File: src/rtl/ycbcr_2_rgb.sv
// Four-stage pipelined YCbCr to RGB converter: offset subtract, 3x3 signed matrix, round/shift, saturate.
// Define YCBCR2RGB_ROUND_EN to round half up before the shift; otherwise results truncate toward -inf.
module ycbcr_2_rgb #(
    parameter int COE_WIDTH          = 13,
    parameter int COE_FRACTION_WIDTH = 10,
    parameter int PIXEL_WIDTH        = 8,
    parameter int BYPASS_WIDTH       = 1
) (
    input  logic                          clk,
    input  logic                          rst_n,
    input  logic signed [COE_WIDTH-1:0]   CI_A00,
    input  logic signed [COE_WIDTH-1:0]   CI_A01,
    input  logic signed [COE_WIDTH-1:0]   CI_A02,
    input  logic signed [COE_WIDTH-1:0]   CI_A10,
    input  logic signed [COE_WIDTH-1:0]   CI_A11,
    input  logic signed [COE_WIDTH-1:0]   CI_A12,
    input  logic signed [COE_WIDTH-1:0]   CI_A20,
    input  logic signed [COE_WIDTH-1:0]   CI_A21,
    input  logic signed [COE_WIDTH-1:0]   CI_A22,
    input  logic        [PIXEL_WIDTH-1:0] CI_C0,
    input  logic        [PIXEL_WIDTH-1:0] CI_C1,
    input  logic        [PIXEL_WIDTH-1:0] CI_C2,
    input  logic        [PIXEL_WIDTH-1:0] y_i,
    input  logic        [PIXEL_WIDTH-1:0] cb_i,
    input  logic        [PIXEL_WIDTH-1:0] cr_i,
    input  logic                          de_i,
    input  logic                          hs_i,
    input  logic                          vs_i,
    input  logic       [BYPASS_WIDTH-1:0] bypass_di,
    output logic        [PIXEL_WIDTH-1:0] r_o,
    output logic        [PIXEL_WIDTH-1:0] g_o,
    output logic        [PIXEL_WIDTH-1:0] b_o,
    output logic                          de_o,
    output logic                          hs_o,
    output logic                          vs_o,
    output logic       [BYPASS_WIDTH-1:0] bypass_do
);

    localparam int DW  = PIXEL_WIDTH + 1;
    localparam int PRW = COE_WIDTH + DW;
    localparam int SW  = PRW + 2;
    localparam int RW  = SW + 1;
    localparam int SBW = 3 + BYPASS_WIDTH;

`ifdef YCBCR2RGB_ROUND_EN
    localparam logic signed [RW-1:0] ROUND = RW'(2 ** (COE_FRACTION_WIDTH - 1));
`else
    localparam logic signed [RW-1:0] ROUND = '0;
`endif

    logic signed [COE_WIDTH-1:0]   w_a   [9];
    logic signed [DW-1:0]          w_d   [3];
    logic signed [RW-1:0]          w_rnd [3];
    logic signed [RW-1:0]          w_shf [3];
    logic        [PIXEL_WIDTH-1:0] w_pix [3];

    logic signed [DW-1:0]          r_d   [3];
    logic signed [PRW-1:0]         r_p   [9];
    logic signed [SW-1:0]          r_s   [3];
    logic        [PIXEL_WIDTH-1:0] r_rgb [3];
    logic        [SBW-1:0]         r_sb  [4];

    assign w_a[0] = CI_A00;
    assign w_a[1] = CI_A01;
    assign w_a[2] = CI_A02;
    assign w_a[3] = CI_A10;
    assign w_a[4] = CI_A11;
    assign w_a[5] = CI_A12;
    assign w_a[6] = CI_A20;
    assign w_a[7] = CI_A21;
    assign w_a[8] = CI_A22;

    assign w_d[0] = $signed({1'b0, y_i})  - $signed({1'b0, CI_C0});
    assign w_d[1] = $signed({1'b0, cb_i}) - $signed({1'b0, CI_C1});
    assign w_d[2] = $signed({1'b0, cr_i}) - $signed({1'b0, CI_C2});

    // Row sums never exceed SW bits, so one extra bit keeps the rounding add exact.
    always_comb begin
        for (int r = 0; r < 3; r++) begin
            w_rnd[r] = RW'(r_s[r]) + ROUND;
            w_shf[r] = w_rnd[r] >>> COE_FRACTION_WIDTH;
            w_pix[r] = '0;
            if (w_shf[r][RW-1]) begin
                w_pix[r] = '0;
            end else if (|w_shf[r][RW-2:PIXEL_WIDTH]) begin
                w_pix[r] = '1;
            end else begin
                w_pix[r] = w_shf[r][PIXEL_WIDTH-1:0];
            end
        end
    end

    always_ff @(posedge clk) begin
        if (!rst_n) begin
            for (int i = 0; i < 3; i++) begin
                r_d[i]   <= '0;
                r_s[i]   <= '0;
                r_rgb[i] <= '0;
            end
            for (int i = 0; i < 9; i++) begin
                r_p[i] <= '0;
            end
            for (int i = 0; i < 4; i++) begin
                r_sb[i] <= '0;
            end
        end else begin
            for (int i = 0; i < 3; i++) begin
                r_d[i]   <= w_d[i];
                r_s[i]   <= SW'(r_p[3*i]) + SW'(r_p[3*i+1]) + SW'(r_p[3*i+2]);
                r_rgb[i] <= w_pix[i];
            end
            for (int i = 0; i < 9; i++) begin
                r_p[i] <= PRW'(w_a[i]) * PRW'(r_d[i%3]);
            end
            r_sb[0] <= {de_i, hs_i, vs_i, bypass_di};
            for (int i = 1; i < 4; i++) begin
                r_sb[i] <= r_sb[i-1];
            end
        end
    end

    assign r_o = r_rgb[0];
    assign g_o = r_rgb[1];
    assign b_o = r_rgb[2];
    assign {de_o, hs_o, vs_o, bypass_do} = r_sb[3];

endmodule
File: config.mk
export PLATFORM = sky130hd
export DESIGN_NAME = ycbcr_2_rgb
export DESIGN_NICKNAME = d
export VERILOG_FILES = /design/src/rtl/ycbcr_2_rgb.sv
export SDC_FILE = /design/constraint.sdc
export NUM_CORES = 2
export LEC_CHECK = 0
export ABC_AREA = 1
export ABC_CLOCK_PERIOD_IN_PS = 5000
export CAP_MARGIN = 15
export CORE_MARGIN = 4
export CORE_UTILIZATION = 58
export DETAILED_ROUTE_END_ITERATION = 12
export GPL_TIMING_DRIVEN = 0
export PLACE_DENSITY = 0.79
export SETUP_SLACK_MARGIN = 0.5
export SLEW_MARGIN = 10
export SYNTH_ARGS = -nofsm -noshare
export SYNTH_HDL_FRONTEND = slang
export SYNTH_SLANG_ARGS = --single-unit
File: constraint.sdc
create_clock -name clk -period 5 [get_ports clk]
set_input_delay 0.75 -clock clk [delete_from_list [all_inputs] [get_ports clk]]
set_output_delay 0.75 -clock clk [all_outputs]
set_load 0.03 [all_outputs]
==> flow_metrics.tcl <==
set metrics [dict create \
    critPathRequiredTime_ns 5.50 \
    final_antenna_net_count 0 \
    drt-pass1-iter-count 7 \
    dominantRegCellSynth "dfxtp_1" \
    grt_antenna_before_repair 13 \
    dp_hpwl_um 124000 \
    clk_pin_slew_worst_paths_ns 0.07 \
    skew_ns 0.0380 \
    grt_pass1_vias 45700 \
    cts_root_buffer "clkbuf_16" \
    yosysTopAreaCell "fa_1" \
    timing.rr.start "r_d[0][19]" \
    powerDensity_mw_per_mm2 677 \
    crit_type "reg -> reg" \
    drc 0 \
    worst-path-buf-inv 5 \
    clock_sinks 307 \
    vias 45800 \
    syn_inst 6734 \
    h-tree-depth 2 \
    cp_cell_sequence "clkbuf_16 -> buf_8 -> nand2_4 -> fa_1 -> inv_2 -> fa_1 -> fa_1 -> fa_1 -> fa_2 -> ha_4 -> inv_6 -> nand2_4 -> nand2_4 -> inv_4 -> nand2_2 -> nand2_4 -> nand2_1 -> nand2_2 -> o21ai_1 -> a21oi_2" \
    die_h_um 307 \
    reg2regPathDepth 20 \
    hp-start "r_sb[2][3]" \
    cts_inserted_buffers 38 \
    hold_class "reg -> reg" \
    die_w_um 307 \
    grt_pass1_wl_um 244000 \
    period_needed_ns 4.66 \
    leakage_uw 0.0354 \
    wl_um 164000 \
    drtIter0Drc 4248 \
    synth_most_common_cell "nand2_1" \
    syn_area_mm2 0.0519 \
    min_path_cells 2 \
    post-route-period-util 0.932 \
    whs_ns 0.411 \
    synth_cell_types 42 \
    gp_congestion 0.966 \
    timing.rr.end "r_p[0][59]" \
    fin_total_pwr_uw 43000 \
    dp_slack_ns -0.903 \
    cts_buffer_depth 3 \
    vias_per_cell 5.57 \
    rsz0062_at_grt "true" \
    num_rows 109 \
    areaGrowthSynthToFinish_pct 22.5 \
    drive_gt1_frac 0.195 \
    start_kind "flip-flop" \
    synth.area.top_cells "fa_1 37%, nand2_1 13%, ha_1 12%" \
    timing_hold_violations_final 0 \
    die_area_mm2 0.0943 \
    ir_drop_v 0.000481 \
    fin_nets 8650 \
    slowest_stage "fa_1" \
    ys_ff_latch 307 \
    io_pins 199 \
    synth_top_area_share 0.366 \
    syn_area_per_cell_um2 7.70 \
    cts_tree "done" \
    r2r_slack_ns 0.34 \
    critical-path-max-stage-delay_ns 0.55 \
    yosys_warnings 0 \
    clock_latency_ns 0.59 \
    synth-edff-count 0 \
    startpoint "r_d[0][19]" \
    critPathCaptureType "flip-flop" \
    max_freq_ghz 0.215 \
    wire_per_inst_um 20.0 \
    grt-ovfl-total 0 \
    finalSetupViolations 0 \
    finish.utilization 0.718 \
    synth_seq_area_share 0.118 \
    grt_max_degree 15 \
    synth_common_cells "1738 x nand2_1, 1577 x inv_1, 948 x fa_1" \
    cp_top_family "adder cells" \
    io_buffers 81 \
    synth_nets 8357 \
    setup-tns-final_ns 0 \
    start_util 0.586 \
    core_mm2 0.0885 \
    setup_slack_ns 0.342 \
    tightestPinTransition_ns 1.34 \
    slew_headroom 0.108 \
    drv_cap 0 \
    cp_max_fo 8 \
    drv_slew 0 \
    async_reset_ff_frac 0 \
    status "finished, final reports clean" \
    grt_usage 0.330 \
    min_delay_worst_endpoint "r_sb[3][3]" \
    arrival_ns 5.16 \
]
==> cell usage in the layout (no fill, tap or decap), types with 36 or more instances in the layout <==
master / count
nand3_1: 100
nand2_1: 1542
inv_1: 1518
nand2_4: 47
buf_4: 138
buf_6: 44
nor2_2: 58
a21oi_2: 124
clkbuf_16: 62
clkdlybuf4s50_1: 81
clkbuf_4: 36
nand3_2: 59
nand2_2: 153
clkbuf_8: 45
clkbuf_2: 54
fa_1: 884
ha_4: 158
nor2_1: 344
nor2_4: 37
fa_2: 64
ha_1: 336
o21ai_0: 120
a21oi_1: 229
dfxtp_1: 280
inv_2: 53
==> how the worst max path moves through the flow <==
stage | to | slack (ns) | cells after the start
6_report | r_p[0][59] | 0.34 | 20
5_1_grt | r_p[0][54] | 0.22 | 17
4_1_cts | r_p[0][191] | 0.40 | 17
3_5_place_dp | r_p[0][63] | -0.90 | 17
3_3_place_gp | r_p[0][63] | -0.85 | 17
2_1_floorplan | r_p[0][15] | 0.36 | 20
==> worst register-to-register path: stages (launching register included) <==
cell and delay, ns:
dfxtp_4 0.39, clkbuf_16 0.17, buf_8 0.14, nand2_4 0.05
fa_1 0.54, inv_2 0.04, fa_1 0.50, fa_1 0.51
fa_1 0.55, fa_2 0.48, ha_4 0.32, inv_6 0.05
nand2_4 0.06, nand2_4 0.07, inv_4 0.06, nand2_2 0.06
nand2_4 0.08, nand2_1 0.08, nand2_2 0.09, o21ai_1 0.08
a21oi_2 0.23
==> power breakdown <==
group | internal [µW] | total [µW] | switching (µW)
sequential | 3380 | 4030 | 652
clock | 1770 | 3020 | 1250
combinational | 14900 | 36000 | 21100
==> kinds of logic after synthesis <==
family / after synthesis / synth area share
flip-flops: 307 / 0.118
AND/OR/NAND/NOR: 2440 / 0.186
adder cells (fa/ha/maj): 1452 / 0.487
XOR/XNOR: 50 / 0.00844
buffers and inverters: 1839 / 0.134
AO/OA/AOI/OAI: 646 / 0.0660
==> flip-flops by register name, indices dropped and copies added (netlist names) <==
signal,cells
r_sb,16
r_s,42
r_d,27
r_rgb,24
r_p,198
==> metal layers <==
metal	up-vias	GRT usage	part of all wire
li1	20500	-	-
met3	619	0.0715	0.10
met4	6	0.166	0.067
met2	2542	0.528	0.46
met1	22100	0.428	0.37
met5	-	0	0.00040
==> stage by stage <==
step	cell area, µm²	std cells
2_1_floorplan	53500	6734
3_3_place_gp	55800	7980
3_5_place_dp	55800	7980
4_1_cts	59400	8139
5_1_grt	63500	8224
6_report	63600	8231
==> final cells by class <==
cell class	instances	area, µm²
buffer	258	2630
tap	1165	1460
fill	6273	24900
clock buffer	46	1030
clock inverter	24	329
timing repair buffer	253	2350
multi-input combinational	4588	43600
sequential	307	6210
inverter	1581	5970
antenna	9	22.5
==> timing repair <==
action	in CTS	in global routing
pin swaps	90	320
hold buffers	0	0
buffers inserted	89	81
setup endpoints to repair	145	107
cloned	0	2
gates resized for setup	468	823
Note: power is estimated with default switching activity, not from simulation.
